$ cat src/rtl/csa42_accum.sv
// Carry-save 4:2 accumulator: folds operand pairs into registered S/C vectors and
// resolves S+C with a CPA at the end of each group. Optional macro: CSA42_SPLIT_RESOLVE_EN.
module csa42_accum #(
  parameter int WIDTH = 64,
  parameter int CNT_W = 8
) (
  input  logic             clk,
  input  logic             rst,
  input  logic             in_valid,
  output logic             in_ready,
  input  logic [WIDTH-1:0] in_a,
  input  logic [WIDTH-1:0] in_b,
  input  logic             in_first,
  input  logic             in_last,
  output logic             out_valid,
  input  logic             out_ready,
  output logic [WIDTH-1:0] out_sum,
  output logic [CNT_W-1:0] out_cnt
);

  localparam logic [1:0] ACCUM   = 2'd0;
  localparam logic [1:0] RESOLVE = 2'd1;
  localparam logic [1:0] DONE    = 2'd2;

  logic [1:0]       state;
  logic [WIDTH-1:0] s_reg;
  logic [WIDTH-1:0] c_reg;
  logic [CNT_W-1:0] cnt;

  logic             accept;
  logic             start;
  logic [WIDTH-1:0] s_in, c_in, t, cout, cin, carry, s_next, c_next;
  logic [CNT_W-1:0] cnt_next;

  assign in_ready = (state == ACCUM);
  assign accept   = in_valid & in_ready;

  // A zero counter only occurs after reset or a handshake, so that beat starts a group.
  assign start = in_first | (cnt == '0);

  // Compressor row; lateral carry comes from the neighbour's majority, so no ripple.
  assign s_in   = start ? '0 : s_reg;
  assign c_in   = start ? '0 : c_reg;
  assign t      = in_a ^ in_b ^ s_in ^ c_in;
  assign cout   = (in_a & in_b) | (in_a & s_in) | (in_b & s_in);
  assign cin    = {cout[WIDTH-2:0], 1'b0};
  assign s_next = t ^ cin;
  assign carry  = (c_in & ~t) | (cin & t);
  assign c_next = {carry[WIDTH-2:0], 1'b0};

  assign cnt_next = start ? CNT_W'(1) : ((&cnt) ? cnt : cnt + CNT_W'(1));

`ifdef CSA42_SPLIT_RESOLVE_EN
  localparam int LO_W = WIDTH / 2;
  localparam int HI_W = WIDTH - LO_W;
  logic phase;
  logic lo_carry;
`endif

  // NOTE: all state below uses non-blocking assignments so every register samples
  // the pre-edge values of its neighbours regardless of statement order.
  always_ff @(posedge clk) begin
    if (rst) begin
      state     <= ACCUM;
      s_reg     <= '0;
      c_reg     <= '0;
      cnt       <= '0;
      out_sum   <= '0;
      out_cnt   <= '0;
      out_valid <= 1'b0;
`ifdef CSA42_SPLIT_RESOLVE_EN
      phase     <= 1'b0;
      lo_carry  <= 1'b0;
`endif
    end else begin
      case (state)
        ACCUM: begin
          if (accept) begin
            s_reg <= s_next;
            c_reg <= c_next;
            cnt   <= cnt_next;
            if (in_last) state <= RESOLVE;
          end
        end
        RESOLVE: begin
`ifdef CSA42_SPLIT_RESOLVE_EN
          if (!phase) begin
            {lo_carry, out_sum[LO_W-1:0]} <= {1'b0, s_reg[LO_W-1:0]} + {1'b0, c_reg[LO_W-1:0]};
            phase <= 1'b1;
          end else begin
            out_sum[WIDTH-1:LO_W] <= s_reg[WIDTH-1:LO_W] + c_reg[WIDTH-1:LO_W] + HI_W'(lo_carry);
            out_cnt <= cnt;
            phase   <= 1'b0;
            state   <= DONE;
          end
`else
          out_sum <= s_reg + c_reg;
          out_cnt <= cnt;
          state   <= DONE;
`endif
        end
        DONE: begin
          // The result register settles one cycle before it is offered downstream.
          if (!out_valid) begin
            out_valid <= 1'b1;
          end else if (out_ready) begin
            out_valid <= 1'b0;
            s_reg     <= '0;
            c_reg     <= '0;
            cnt       <= '0;
            state     <= ACCUM;
          end
        end
        default: state <= ACCUM;
      endcase
    end
  end

endmodule
$ cat config.mk
export PLATFORM = sky130hd
export DESIGN_NAME = csa42_accum
export DESIGN_NICKNAME = d
export VERILOG_FILES = /design/src/rtl/csa42_accum.sv
export SDC_FILE = /design/constraint.sdc
export NUM_CORES = 1
export LEC_CHECK = 0
export ABC_AREA = 1
export CAP_MARGIN = 20
export CORE_MARGIN = 2
export CORE_UTILIZATION = 54
export CTS_BUF_LIST = sky130_fd_sc_hd__clkbuf_8
export DETAILED_ROUTE_END_ITERATION = 6
export PLACE_DENSITY = 0.78
export REMOVE_ABC_BUFFERS = 1
export SYNTH_ARGS = -nofsm -noshare
export SYNTH_HDL_FRONTEND = slang
export SYNTH_SLANG_ARGS = --single-unit
export TNS_END_PERCENT = 5
$ cat constraint.sdc
create_clock -name clk -period 3.3 [get_ports clk]
set_clock_uncertainty 0.15 [all_clocks]
set_input_delay 0.66 -clock clk [delete_from_list [all_inputs] [get_ports clk]]
set_output_delay 0.66 -clock clk [all_outputs]
set_load 0.02 [all_outputs]
# --- Word-level counts from Yosys, hierarchy flattened ---
# Index checks and enable logic that the tools add are counted.
op_classes:
  n_addsub: 2
  n_eq_ne: 7
  mux: 21
  bitwise_logic: 15
  n_reduce_logical: 7
op_table:
  columns: ["cell", "count"]
  rows:
  - ["2-to-1 mux 64 bit", 6]
  - ["AND 63 bit", 5]
  - ["one-hot mux 64 bit (2 select lines)", 2]
  - ["XOR 64 bit", 4]
  - ["OR 63 bit", 3]
  - ["adder 64 bit", 1]
  - ["NOT 63 bit", 1]
  - ["2-to-1 mux 8 bit", 5]
  - ["one-hot mux 8 bit (2 select lines)", 1]
  - ["adder 8 x 1 -> 8 bit, second input constant", 1]
  - ["zero test 8 bit", 1]
  - ["2-to-1 mux 2 bit", 4]
  - ["AND reduction 4 bit", 2]
  - ["AND reduction 8 bit", 1]
  - ["one-hot mux 2 bit (3 select lines)", 1]
  - ["AND reduction 5 bit", 1]
  - ["!= test 2 x 1 -> 1 bit, second input constant", 2]
  - ["!= test 2 bit, second input constant", 2]
  - ["!= test 3 bit, second input constant", 1]
  - ["== test 2 x 1 -> 1 bit, second input constant", 1]
  - ["== test 2 bit, second input constant", 1]
  - ["zero test 2 bit", 1]
  - ["2-to-1 mux 1 bit", 2]
  - ["nonzero test 2 bit", 1]
  - ["other kinds (2)", 2]
totals:
  reg_bits: 211
  in_bits: 134
  out_inout_bits: 74
  elab_cells: 59

# --- Depth between registers and ports, before layout ---
depth:
  ltp_word: 10
  ltp_mapped: 17
  ltp_nobuf: 17

# --- Worst setup path before layout ---
# No wires, ideal clock.
synth_path:
  kind: "input -> register"
  startpoint: "input in_first"
  endpoint: "register s_reg[62]"
  setup_ps: 132
  arrival_ps: 2694
  required_time_ps: 3018
  path_slack_ps: 324
  cell_stages: 14
  n_path_buf: 4
  path_cell_list: "inv_1 > nand2_1 > inv_2 > buf_2 > buf_2 > buf_2 > buf_2 > nand2_1 > fa_1 > nand3b_1 > nand2_1 > or2_2 > nand3_1 > a21oi_1"
synth_between:
  elab_chain_cells: 8
  word_cells_on_any_way: 12
  cone_classes: "mux: 4; bitwise: 8"
synth_rtl:
  columns: ["element", "line", "rtl"]
  rows:
  - ["from (decl)", "13", "input logic in_first,"]
  - ["OR 1 bit *", "39", "assign start = in_first | (cnt == '0);"]
  - ["2-to-1 mux 64 bit", "42", "assign s_in = start ? '0 : s_reg;"]
  - ["AND 63 bit", "45", "assign cout = (in_a & in_b) | (in_a & s_in) | (in_b & s_in);"]
  - ["OR 63 bit (2 in series)", "45", null]
  - ["XOR 64 bit *", "47", "assign s_next = t ^ cin;"]
  - ["2-to-1 mux 64 bit *", "78", "if (accept) begin"]
  - ["one-hot mux 64 bit (2 select lines) *", "76", "case (state)"]
  - ["to (signal assigned)", "79", "s_reg <= s_next;"]
  - ["to (decl)", "26", "logic [WIDTH-1:0] s_reg;"]
# Mark *: on every way between the ends. The rest lies on a longest branch, timed or not. The select of a mux whose other input is x is not followed.
# A chain may end at the register's enable or synchronous reset.

# --- Worst setup path in the final report ---
layout_path:
  startpoint: "register cnt[0]"
  endpoint: "register s_reg[35]"
layout_between:
  elab_chain_cells: 9
  word_cells_on_any_way: 13
  cone_classes: "mux: 4; bitwise: 8; reduce/logical: 1"
layout_rtl:
  columns: ["element", "line", "rtl"]
  rows:
  - ["from (decl)", "28", "logic [CNT_W-1:0] cnt;"]
  - ["from (signal assigned)", "81", "cnt <= cnt_next;"]
  - ["zero test 8 bit *", "39", null]
  - ["OR 1 bit *", "39", null]
  - ["2-to-1 mux 64 bit", "42", null]
  - ["AND 63 bit", "45", null]
  - ["OR 63 bit (2 in series)", "45", null]
  - ["XOR 64 bit *", "47", null]
  - ["2-to-1 mux 64 bit *", "78", null]
  - ["one-hot mux 64 bit (2 select lines) *", "76", null]
# Marks and branches as above.

==> flow_summary.yaml <==
cts:
  cts_tree: "done"
  cts_buffers: 39
  clk_pin_slew_ns: 0.05
  cts_resized: 0
  cts_root_buf: "clkbuf_8"
  clk-insertion-delay-late_ns: 0.55
  cts_sinks: 209
  h-tree-depth: 2
  postCtsSetupBuffers: 0
  clockBufferDepth: 3
  hold_buffers: 0
finish:
  fillCellCount: 2983
  utilization_pct: 64.7
  antennaDiodeCount: 0
  drive_gt1_share_pct: 4.58
  fin_nets: 3336
  multiInputGateArea_um2: 10900
  seq_area_um2: 4180
  area_growth_pct: 18.2
routing:
  firstDrtPassIters: 5
  routed_wl_mm: 50.5
  wl_per_cell_um: 14.4
  drtIter0Drc: 1163
  viasPerCell: 5.20
  drc: 0
  vias: 18200
  route.antenna.remaining_nets: 0
sta:
  holdWs_ns: 0.329
  setup_viol: 0
  finalHoldViolations: 0
  finalMaxSlewViolations: 0
  max_freq_ghz: 0.337
  post-route-period-util_pct: 90.0
  fin_tns_setup_ns: 0
  fin_crit_ns: 2.97
  tightestPinTransition_ns: 1.07
  max-slew-margin-rel_pct: 28.6
  rsz0062_at_grt: "false"
synth:
  synthFlopType: "dfxtp_1"
  synth-edff-count: 0
  yosys_warnings: 0
  seq_area_frac_synth_pct: 24.2
  syn_area_um2: 17300
  synth_cells: 2894
  synth_seq_cells: 209
  ys_types: 33
  synthArstFlopShare_pct: 0
  avgSynthCellArea_um2: 5.96
setup_path:
  r2r_cells: 13
  critPathSlowestCell: "fa_1"
  path_cells: "inv_1 > ha_1 > nand4_1 > nand2_1 > inv_4 > buf_12 > nand2_1 > fa_1 > nand3b_1 > nand2_1 > or2_2 > nand3_1 > a21oi_1"
  crit_type: "reg -> reg"
  cp_common_cell: "nand2_1"
  critPathMaxStageDelay_ns: 0.51
  reg2reg_from: "cnt[0]"
  required_ns: 3.54
  endpoint_kind: "flip-flop"
  cpLargestDelayFamily: "simple AND/OR/NAND/NOR gates"
  crit_fanout: 83
  timing.rr.end: "s_reg[35]"
  r2r_slack_ns: 0.33
  arrival_ns: 3.21
  start_kind: "flip-flop"
  path_buf_inv: 3
global_routing:
  grt_pass1_wl_mm: 83.0
  grt_pass1_vias: 16900
  gr-total-overflow: 0
  antenna_found_initial: 0
  grt_usage_pct: 30.2
  grt_max_degree: 178
die:
  die_h_um: 183
  io_pins: 208
  dieArea_um2: 33400
  chipWidth_um: 183
  start_util_pct: 54.7
  rows: 65
  core_area_um2: 31600
placed_design:
  place_congestion: 0.977
  dp_hpwl_mm: 38.8
  io_buffers: 207
worst_hold_path:
  min_to: "s_reg[63]"
  min-delay-start: "s_reg[63]"
  hold_class: "reg -> reg"
  hold_depth: 2
power_and_ir_drop:
  vdd_drop_max_mv: 0.338
  total_power_mw: 7.75
  p_per_area_nw_per_um2: 380
  p_leak_nw: 10.3
run:
  drv_cap: 0
status:
  status: "finished, final reports clean"
cell usage after synthesis (3+ instances only):
library cell,number,share of area [%]
nand2_1,1011,22
inv_1,487,11
nand3_1,268,7.8
nor2_1,250,5.4
dfxtp_1,209,24
a21oi_1,188,5.5
fa_1,64,7.4
ha_1,64,4.6
or2_2,62,2.2
nand3b_1,61,2.7
o21ai_0,56,1.6
buf_2,37,1.1
clkbuf_1,37,0.80
xor2_1,27,1.4
nor3_1,19,0.55
nand4_1,11,0.40
buf_4,7,0.30
o21bai_1,6,0.26
xnor2_1,5,0.25
and2_1,3,0.11
inv_2,3,0.065
through the flow:
stage	setup slack, ns	cells	cell area [um2]
global route	0.163	3500	20400
floorplan	-2.54	2811	16900
global placement	0.103	3435	19600
finish	0.329	3500	20400
CTS	0.339	3500	20400
detailed placement	0.0342	3435	19600
area by class of cell:
class	count	area share, %
multi-input combinational	2112	53.2
sequential	209	20.5
timing repair buffer	222	11.0
inverter	490	9.03
clock buffer	48	3.24
tap	402	2.47
clock inverter	17	0.515
worst reg2reg max path: cells and delay by family, from the launching register on:
family	cells	cell delay [ns]
simple gates	7	1.08
fa+ha+maj	2	0.71
buf+inv	3	0.47
compound gates	1	0.07
flops	1	0.35
placed cells by master (no fill, tap or decap), types with 3 or more instances in the layout:
master,n
and2_1,3
ha_1,64
clkdlybuf4s50_1,206
nand4_1,11
o21bai_1,6
nor3_1,19
dfxtp_1,209
a21oi_1,188
buf_12,5
nand2_1,1011
nand3b_1,61
xor2_1,27
inv_1,496
nand3_1,268
buf_4,11
nor2_1,249
clkbuf_8,48
clkinv_2,6
or2_2,62
xnor2_1,5
fa_1,64
o21ai_0,56
where the power goes:
group / internal [mW] / switching (mW) / total, mW
Sequential: 2.74 / 0.196 / 2.93
Clock: 1.39 / 1.14 / 2.53
Combinational: 0.932 / 1.36 / 2.29
Total: 5.05 / 2.70 / 7.75
cells by family (layout without fill, tap and decap cells):
kind of cell | Yosys count | after routing | share of synthesized area (%)
AND/OR/NAND/NOR | 1692 | 1692 | 41.4
adder cells (fa/ha/maj) | 128 | 128 | 12.1
buffers and inverters | 573 | 777 | 12.9
AO/OA/AOI/OAI | 260 | 260 | 7.75
XOR/XNOR | 32 | 32 | 1.62
flip-flops | 209 | 209 | 24.2
how the worst max path moves through the flow:
stage,endpoint,depth (start not counted),startpoint
after floorplan,out_sum[10],5,state[0]
after global placement,s_reg[60],12,in_first
after detailed placement,s_reg[35],12,in_first
after CTS,s_reg[35],13,cnt[0]
after global routing,s_reg[60],13,cnt[0]
final,s_reg[35],13,cnt[0]
per-layer routing:
layer  vias to the layer above  share of wire [%]  track usage [%]
met4                         0                2.7             8.80
met2                       541                 46             49.3
met5                         -                  0                0
li1                       9282                  -                -
met3                        95                6.4             4.25
met1                      8273                 45             41.7
No activity file was read; power rests on OpenSTA's default activity.
